==> src/rtl/ps2_host_tx.sv <==
// ps2_host_tx
// Host-to-device PS/2 transmitter. Holds the clock line low to inhibit
// the device, then requests to send and shifts out one byte frame:
// start bit, 8 data bits LSB first, odd parity and stop. It then reads
// the device ACK. The data line only changes after a detected device
// clock falling edge.
//
// Ports
//   CLOCK_50   in   system clock, rising edge
//   reset      in   asynchronous active-low reset
//   start      in   send request, sampled only while idle
//   tx_data    in   byte to send
//   PS2_CLK    in   PS/2 clock line at the pin
//   PS2_DAT    in   PS/2 data line at the pin
//   ps2_clk_oe out  1 = pull clock line low
//   ps2_dat_oe out  1 = pull data line low
//   busy       out  frame in progress
//   done       out  one-cycle frame-complete pulse
//   ack_ok     out  device acknowledged (valid with done)
//   error      out  one-cycle timeout-abort pulse
module ps2_host_tx #(
    parameter int INHIBIT_CYCLES = 6000,
    parameter int TIMEOUT_CYCLES = 1000000
) (
    input  logic       CLOCK_50,
    input  logic       reset,
    input  logic       start,
    input  logic [7:0] tx_data,
    input  logic       PS2_CLK,
    input  logic       PS2_DAT,
    output logic       ps2_clk_oe,
    output logic       ps2_dat_oe,
    output logic       busy,
    output logic       done,
    output logic       ack_ok,
    output logic       error
);

    localparam int CNT_MAX = (INHIBIT_CYCLES > TIMEOUT_CYCLES) ? INHIBIT_CYCLES : TIMEOUT_CYCLES;
    localparam int CNT_W   = $clog2(CNT_MAX + 1);

    typedef enum logic [2:0] {
        ST_IDLE      = 3'd0,
        ST_INHIBIT   = 3'd1,
        ST_REQ       = 3'd2,
        ST_DATA      = 3'd3,
        ST_PARITY    = 3'd4,
        ST_STOP      = 3'd5,
        ST_ACK       = 3'd6,
        ST_WAIT_IDLE = 3'd7
    } state_t;

    // Odd parity bit: 1 when the byte has an even number of ones.
    function automatic logic odd_parity(input logic [7:0] b);
        return ~^b;
    endfunction

    state_t             state_r, next_state_s;
    logic [CNT_W-1:0]   cnt_r, cnt_nxt_s;
    logic [2:0]         bit_idx_r, bit_idx_nxt_s, bit_idx_inc_s;
    logic [7:0]         data_r, data_nxt_s;
    logic               parity_r, parity_nxt_s;
    logic               dat_oe_r, dat_oe_nxt_s;
    logic               ack_r, ack_nxt_s;
    logic               clk_oe_r, busy_r, done_r, error_r, error_nxt_s;
    logic               clk_meta_r, clk_sync_r, clk_prev_r;
    logic               dat_meta_r, dat_sync_r;
    logic               fe_s, in_frame_s, timeout_s;

    assign bit_idx_inc_s = bit_idx_r + 3'd1;
    assign fe_s          = clk_prev_r & ~clk_sync_r;
    assign in_frame_s    = (state_r == ST_REQ) || (state_r == ST_DATA) || (state_r == ST_PARITY) ||
                           (state_r == ST_STOP) || (state_r == ST_ACK);
    // Fires one cycle before the counter would reach the limit, so the
    // abort is visible exactly TIMEOUT_CYCLES cycles after the last clear.
    // A falling edge in that same cycle clears the counter instead.
    assign timeout_s     = in_frame_s && !fe_s && (cnt_r == CNT_W'(TIMEOUT_CYCLES - 1));

    // Next-state, counters and next values of the registered outputs.
    always_comb begin
        next_state_s  = state_r;
        cnt_nxt_s     = cnt_r;
        bit_idx_nxt_s = bit_idx_r;
        data_nxt_s    = data_r;
        parity_nxt_s  = parity_r;
        dat_oe_nxt_s  = dat_oe_r;
        ack_nxt_s     = ack_r;
        error_nxt_s   = 1'b0;
        case (state_r)
            ST_IDLE: begin
                dat_oe_nxt_s = 1'b0;
                if (start) begin
                    data_nxt_s    = tx_data;
                    parity_nxt_s  = odd_parity(tx_data);
                    cnt_nxt_s     = {CNT_W{1'b0}};
                    bit_idx_nxt_s = 3'd0;
                    ack_nxt_s     = 1'b0;
                    next_state_s  = ST_INHIBIT;
                end else begin
                    cnt_nxt_s     = {CNT_W{1'b0}};
                end
            end
            ST_INHIBIT: begin
                if (cnt_r == CNT_W'(INHIBIT_CYCLES - 1)) begin
                    cnt_nxt_s    = {CNT_W{1'b0}};
                    dat_oe_nxt_s = 1'b1;
                    next_state_s = ST_REQ;
                end else begin
                    cnt_nxt_s    = cnt_r + CNT_W'(1);
                end
            end
            ST_REQ: begin
                if (fe_s) begin
                    cnt_nxt_s     = {CNT_W{1'b0}};
                    bit_idx_nxt_s = 3'd0;
                    dat_oe_nxt_s  = ~data_r[0];
                    next_state_s  = ST_DATA;
                end else begin
                    cnt_nxt_s     = cnt_r + CNT_W'(1);
                end
            end
            ST_DATA: begin
                if (fe_s) begin
                    cnt_nxt_s = {CNT_W{1'b0}};
                    if (bit_idx_r == 3'd7) begin
                        dat_oe_nxt_s  = ~parity_r;
                        next_state_s  = ST_PARITY;
                    end else begin
                        bit_idx_nxt_s = bit_idx_inc_s;
                        dat_oe_nxt_s  = ~data_r[bit_idx_inc_s];
                    end
                end else begin
                    cnt_nxt_s = cnt_r + CNT_W'(1);
                end
            end
            ST_PARITY: begin
                if (fe_s) begin
                    cnt_nxt_s    = {CNT_W{1'b0}};
                    dat_oe_nxt_s = 1'b0;
                    next_state_s = ST_STOP;
                end else begin
                    cnt_nxt_s    = cnt_r + CNT_W'(1);
                end
            end
            ST_STOP: begin
                if (fe_s) begin
                    cnt_nxt_s    = {CNT_W{1'b0}};
                    ack_nxt_s    = ~dat_sync_r;
                    next_state_s = ST_ACK;
                end else begin
                    cnt_nxt_s    = cnt_r + CNT_W'(1);
                end
            end
            ST_ACK: begin
                if (clk_sync_r && dat_sync_r) begin
                    cnt_nxt_s    = {CNT_W{1'b0}};
                    next_state_s = ST_WAIT_IDLE;
                end else if (fe_s) begin
                    cnt_nxt_s    = {CNT_W{1'b0}};
                end else begin
                    cnt_nxt_s    = cnt_r + CNT_W'(1);
                end
            end
            ST_WAIT_IDLE: begin
                dat_oe_nxt_s = 1'b0;
                next_state_s = ST_IDLE;
            end
            default: begin
                dat_oe_nxt_s = 1'b0;
                cnt_nxt_s    = {CNT_W{1'b0}};
                next_state_s = ST_IDLE;
            end
        endcase
        if (timeout_s) begin
            cnt_nxt_s    = {CNT_W{1'b0}};
            dat_oe_nxt_s = 1'b0;
            error_nxt_s  = 1'b1;
            next_state_s = ST_IDLE;
        end else begin
            error_nxt_s  = 1'b0;
        end
    end

    // State, datapath, synchronizers and registered outputs.
    always_ff @(posedge CLOCK_50 or negedge reset) begin
        if (!reset) begin
            state_r    <= ST_IDLE;
            cnt_r      <= {CNT_W{1'b0}};
            bit_idx_r  <= 3'd0;
            data_r     <= 8'h00;
            parity_r   <= 1'b0;
            dat_oe_r   <= 1'b0;
            ack_r      <= 1'b0;
            clk_oe_r   <= 1'b0;
            busy_r     <= 1'b0;
            done_r     <= 1'b0;
            error_r    <= 1'b0;
            clk_meta_r <= 1'b1;
            clk_sync_r <= 1'b1;
            clk_prev_r <= 1'b1;
            dat_meta_r <= 1'b1;
            dat_sync_r <= 1'b1;
        end else begin
            state_r    <= next_state_s;
            cnt_r      <= cnt_nxt_s;
            bit_idx_r  <= bit_idx_nxt_s;
            data_r     <= data_nxt_s;
            parity_r   <= parity_nxt_s;
            dat_oe_r   <= dat_oe_nxt_s;
            ack_r      <= ack_nxt_s;
            clk_oe_r   <= (next_state_s == ST_INHIBIT);
            busy_r     <= (next_state_s != ST_IDLE);
            done_r     <= (next_state_s == ST_WAIT_IDLE);
            error_r    <= error_nxt_s;
            clk_meta_r <= PS2_CLK;
            clk_sync_r <= clk_meta_r;
            clk_prev_r <= clk_sync_r;
            dat_meta_r <= PS2_DAT;
            dat_sync_r <= dat_meta_r;
        end
    end

    assign ps2_clk_oe = clk_oe_r;
    assign ps2_dat_oe = dat_oe_r;
    assign busy       = busy_r;
    assign done       = done_r;
    assign ack_ok     = ack_r;
    assign error      = error_r;

endmodule

==> config.mk <==
export PLATFORM = sky130hd
export DESIGN_NAME = ps2_host_tx
export DESIGN_NICKNAME = d
export VERILOG_FILES = /design/src/rtl/ps2_host_tx.sv
export SDC_FILE = /design/constraint.sdc
export NUM_CORES = 1
export LEC_CHECK = 0
export CELL_PAD_IN_SITES_DETAIL_PLACEMENT = 0
export CELL_PAD_IN_SITES_GLOBAL_PLACEMENT = 2
export CORE_UTILIZATION = 37
export DETAILED_ROUTE_END_ITERATION = 10
export PLACE_DENSITY_LB_ADDON = 0.2
export SYNTH_ARGS = -nofsm -noshare
export SYNTH_HDL_FRONTEND = slang
export SYNTH_SLANG_ARGS = --single-unit
==> constraint.sdc <==
create_clock -name CLOCK_50 -period 2.9 [get_ports CLOCK_50]
set_clock_uncertainty 0.15 [all_clocks]
set_input_delay 0.58 -clock CLOCK_50 [delete_from_list [all_inputs] [get_ports CLOCK_50]]
set_output_delay 0.58 -clock CLOCK_50 [all_outputs]
set_load 0.005 [all_outputs]
==> results of run 1 <==
==> sequential cells by signal (all words and copies together), names as in the netlist, 3 cells and up <==
signal and cells:
cnt_r 20, data_r 8, bit_idx_r 3, state_r 3
==> worst max-delay path, stage by stage, from the launching register on <==
cell and delay [ps]:
dfrtp_1 430, or4_4 550, nor4_1 320, buf_4 170, o221ai_1 160, and4b_4 320, and3_1 190, a221o_1 250
==> cell type report <==
type	count	area, um2
fill	649	3550
multi-input combinational	191	1250
sequential	46	1160
timing repair buffer	28	250
tap	77	96.3
clock buffer	5	68.8
clock inverter	3	26.3
inverter	6	22.5
==> power by group through the flow <==
stage          clock network (mW)  logic, mW  registers, mW
2_1_floorplan                   0      0.351          0.834
3_3_place_gp                    0      0.503          0.849
3_5_place_dp                    0      0.503          0.853
4_1_cts                     0.450      0.505          0.840
5_1_grt                     0.472      0.554          0.853
6_report                    0.429      0.498          0.838
==> cell usage after synthesis (6+ instances only) <==
cell type   n  share of area [%]
xnor2_1    10                3.5
nand3_1    15                3.0
mux2_2     10                4.5
a21oi_1    10                2.0
nand4_1     8                2.0
inv_1       6               0.91
nor2_1     19                2.9
o21ai_0    19                3.8
nand2_1    33                5.0
dfrtp_1    41                 41
or3_1       7                1.8
clkbuf_1   10                1.5
==> metal layers <==
layer,part of all wire [%],vias to the layer above,track usage (%)
met4,1.5,0,5.64
met5,0,-,0
met2,44,25,25.6
met1,52,926,24.3
li1,-,982,-
met3,2.5,7,3.26
==> cell families (layout without fill, tap and decap cells) <==
family / Yosys count / after routing / synth area share (%)
xor+xnor: 13 / 13 / 4.60
mux: 14 / 14 / 7.17
flops: 46 / 46 / 46.7
simple gates: 110 / 110 / 23.9
buf+inv: 18 / 42 / 2.93
fa+ha+maj: 3 / 3 / 1.52
compound gates: 51 / 51 / 13.2
==> through the flow <==
step | worst slack [ps] | utilization (%) | total power [mW] | cells | instance area [um2]
3_5_place_dp | 270 | 43.2 | 1.36 | 348 | 2770
4_1_cts | 242 | 44.7 | 1.79 | 356 | 2870
2_1_floorplan | 355 | - | 1.19 | 255 | 2480
6_report | 236 | 44.7 | 1.76 | 356 | 2870
3_3_place_gp | 333 | 43.2 | 1.35 | 348 | 2770
5_1_grt | 101 | 44.7 | 1.88 | 356 | 2870
==> how the worst max path moves through the flow <==
stage	start	to	slack (ps)	cells past startpoint
3_3_place_gp	cnt_r[7]	cnt_r[4]	330	7
5_1_grt	cnt_r[0]	cnt_r[11]	100	7
2_1_floorplan	cnt_r[7]	cnt_r[4]	350	6
6_report	cnt_r[7]	cnt_r[4]	240	7
4_1_cts	cnt_r[7]	cnt_r[4]	240	7
3_5_place_dp	cnt_r[7]	cnt_r[17]	270	7
==> run metrics, run 1 <==
status complete, no violations; die area roughly 0.007 mm2; first-pass GRT wire length 9.46 mm; Starting Density 38.6%; Clock Pin Slew Worst Setup and Hold Paths around 90 ps; Vias per Instance ~5.4; Vias a little under 2000; RSZ-0062 raised after global routing false; layout net count between 200 and 300; drt drc 0; CP Launch Type flop; height of the chip 83.8 um; layout cells sized above 1 around 15%; Resized Gates After CTS 0; row count 29; #FFs+latches synth 46; TritonCTS clock tree done; TritonCTS Buffers 5; routed wire length about 5.4 mm; Leak Pwr about 1.2 nW; Main synth FF type dfrtp_1; Clock Latency Late Sink 310 ps; maxcap violations 0; CP required 2950 ps; critical path data arrival time 2710 ps; Syn Area/Cell just under 10 um2; GRT Total Usage between 15 and 20%; syn nets approximately 270; library cells used by synthesis 49; Syn Inst Count around 260; Worst VDD drop ~320 uV; Final min period around 2700 ps; crit share post-route between 90 and 100%; final hold violations 0; Reg2Reg Setup Slack ~240 ps; reg2reg start cnt_r[7]; I/O Buffers 18; Fmax around 380 MHz; Comb pwr share around 28%; power per standard cell area ~610 mW/mm2; Clock Tree Root clkbuf_8; WL per Instance roughly 15 um; post-DP HPWL 3.77 mm; commonest cells after routing, fill and taps aside dfrtp_1, nand2_1, nor2_1, o21ai_0, clkdlybuf4s50_1; RR Endpoint cnt_r[4]; final hold slack approximately 200 ps; Worst Max-Slew Pin Slew roughly 600 ps; drt first pass iters 4; min-delay worst type input pin to async pin; Sw Share between 30% and 40%; sequential power share between 40 and 50%; Internal roughly 1.2 mW; # diodes 0; largest net degree at the start of global routing 47; Setup Crit Path Kind flop to flop; worst r2r path cells 7; clock sinks 46; Syn Std Cell Area 0.00248 mm2; number of global-route vias before repair between 1500 and 2000; Core ar. between 0.006 and 0.007 mm2; CP endpoint kind flop; P_sw around 0.58 mW; max-slew violations 0; overflow left after global routing 0; Setup Viol. Count Final 0; Detailed Route Iter0 Violations ~100; Final TNS setup 0 ps; Post-synth EDFFs 0; worst rel slew slack just over 60%; die width 83.8 um; H-tree depth 2; Synth warnings 0; clk buf depth 2; Clock power frac 24.3%; initial antenna violation count 0; commonest non-fill, non-tap cell in the layout dfrtp_1; I/O pin cnt 19; Final ANT Viol Nets 0; post-CTS setup buffer count 0; sequential-to-total area share from yosys stat 46.7%; crit-path max FO 13; cts hold-fix bufs 0; GPL Wtd Cong roughly 0.75; Synth async-reset ratio 100%; Layout area overhead 15.8%
Power figures use the tool's default switching activity.
==> inputs of run 2 (changes only) <==
Settings changed: CORE_MARGIN from default to 2.
==> run 2 against run 1 <==
  * Non-clock buffer count is 1 higher
  * Wire length increased by 0.15%
  * Die area rose by 4.8%
  * Maximum frequency grew 0.44%
  * Power increased by 0.16%
  * Sequential share of layout area shrank 0.11 points
  * Core utilization is 0.12 points higher
  * Global-route usage down 0.46 points
  * Via count up 1.6%
  * Critical path type unchanged
  * Largest power group unchanged
==> run metrics, run 2 (synthesized netlist as in run 1, its figures left out) <==
maxcap violations 0 (unchanged); TritonCTS Buffers 5 (unchanged); post-DP HPWL 3.82 mm (+1.4%); layout cells sized above 1 15.7% (+0.30 points); min-delay worst type input pin to async pin; Vias per Instance 5.52 (+1.3%); H-tree depth 2 (unchanged); Largest Register cnt_r; largest net degree at the start of global routing 47 (unchanged); Slowest-stage cell, CP or4_4; drt first pass iters 4 (unchanged); Final TNS setup 0 ps (unchanged); height of the chip 85.8 um (+2.4%); commonest non-fill, non-tap cell in the layout dfrtp_1; CP Launch Type flop; row count 29 (unchanged); overflow left after global routing 0 (unchanged); Detailed Route Iter0 Violations 110 (+8.9%); Comb pwr share 28.6% (+0.4 points); Starting Density 38.6% (unchanged); Worst Max-Slew Pin Slew 580 ps (-6.16 ps); routed wire length 5.39 mm (+0.15%); cell family with most CP delay simple AND/OR/NAND/NOR gates; Clock Tree Root clkbuf_8; final hold violations 0 (unchanged); WL per Instance 15.1 um (-0.13%); power per standard cell area 614 mW/mm2 (about the same); Largest regs cnt_r: 20 flops, data_r: 8 flops; sequential power share 47.2% (-0.3 points); Largest register FFs 20 (unchanged); clock sinks 46 (unchanged); Leak Pwr 1.17 nW (+0.34%); CP required 2940 ps (about the same); CP endpoint kind flop; reg2reg start cnt_r[7]; Reg2Reg Setup Slack 250 ps (about the same); CP peak stage delay 550 ps (about the same); Clock Pin Slew Worst Setup and Hold Paths 100 ps (about the same); Worst VDD drop 255 uV (-21%); commonest cells after routing, fill and taps aside dfrtp_1, nand2_1, nor2_1, o21ai_0, clkdlybuf4s50_1; RSZ-0062 raised after global routing false; post-CTS setup buffer count 0 (unchanged); worst path bufs/invs 1 (unchanged); GRT Total Usage 16.5% (-0.46 points); Internal 1.19 mW (+0.73%); number of fill cells in the layout 645 (-0.62%); Vias 1971 (+1.6%); max-slew violations 0 (unchanged); Resized Gates After CTS 0 (unchanged); initial antenna violation count 0 (unchanged); crit share post-route 91.5% (-0.40 points); RR Endpoint cnt_r[4]; Clock Latency Late Sink 310 ps (about the same); die area 0.00737 mm2 (+4.8%); status complete, no violations; CP Cell Sequence or4_4 > nor4_1 > buf_4 > o221ai_1 > and4b_4 > and3_1 > a221o_1; P_sw 0.576 mW (-0.99%); Layout area overhead 16.1%; critical path data arrival time 2700 ps (about the same); cts hold-fix bufs 0 (unchanged); number of global-route vias before repair 1970 (+5.1%); Setup Viol. Count Final 0 (unchanged); Setup Crit Path Kind flop to flop; TritonCTS clock tree done; Final min period 2650 ps (-11.6 ps); GPL Wtd Cong 0.770 (+2.7%); I/O pin cnt 19 (unchanged); clk buf depth 2 (unchanged); first-pass GRT wire length 9.63 mm (+1.8%); # diodes 0 (unchanged); die width 85.8 um (+2.4%); worst rel slew slack 61.3% (+0.41 points); layout net count 295 (+0.34%); DP Area 0.00278 mm2 (+0.27%); crit-path max FO 13 (unchanged); Clock power frac 24.2% (about the same); Core ar. 0.00642 mm2 (unchanged); Fmax 377 MHz (+0.44%); I/O Buffers 18 (unchanged); worst r2r path cells 7 (unchanged); Design Area, Final 0.00288 mm2 (+0.26%); Final ANT Viol Nets 0 (unchanged); drt drc 0 (unchanged); Sw Share 32.6% (-0.38 points)
[run 2: cell types whose count changed in the layout (fill, tap and decap cells not counted)]
cell   before  now
buf_4      10   11
[run 2: per-stage QoR]
step | power [mW] | instances | setup WS (ps) | utilization, % | hold slack [ps]
2_1_floorplan | 1.19 | 255 | 355 | - | 134
3_3_place_gp | 1.36 | 349 | 318 | 43.3 | 198
3_5_place_dp | 1.36 | 349 | 292 | 43.3 | 197
4_1_cts | 1.80 | 357 | 264 | 44.8 | 213
5_1_grt | 1.89 | 357 | 122 | 44.8 | 214
6_report | 1.77 | 357 | 247 | 44.8 | 188
[run 2: final cells by class]
cell class	count	area, um2	area share [%]
multi-input cells	191	1250	43.4
flip-flops and latches	46	1160	40.2
repair buffers	29	258	8.96
well taps	77	96.3	3.35
clock buffers	5	68.8	2.39
clock inverters	3	26.3	0.913
inverters	6	22.5	0.783
[run 2: worst max path at each step]
stage | cells after the start | startpoint | slack, ps | to
after floorplan | 6 | cnt_r[7] | 350 | cnt_r[4]
after detailed placement | 6 | cnt_r[7] | 290 | cnt_r[17]
after global routing | 7 | cnt_r[7] | 120 | cnt_r[17]
after global placement | 6 | cnt_r[7] | 320 | cnt_r[17]
final | 7 | cnt_r[7] | 250 | cnt_r[4]
after CTS | 6 | cnt_r[7] | 260 | cnt_r[17]
[run 2: routing by layer]
metal	share of wire (%)	vias to the layer above	track usage (%)	wire, um
met5	0	-	0	0
met4	1.2	0	4.33	64
met3	2.6	6	3.27	140
met2	44	29	24.0	2370
met1	52	958	25.0	2810
li1	-	978	-	-
[run 2: power by group through the flow]
stage	Combinational [mW]	Clock (mW)	Sequential [mW]
after detailed placement	0.515	0	0.849
after global routing	0.570	0.471	0.853
final	0.506	0.427	0.834
after floorplan	0.351	0	0.834
after global placement	0.512	0	0.847
after CTS	0.515	0.450	0.836
[run 2: worst reg2reg max path: stages (launching register included)]
cell and delay (ps):
dfrtp_1 430, or4_4 550, nor4_1 330, buf_4 180
o221ai_1 150, and4b_4 300, and3_1 190, a221o_1 250
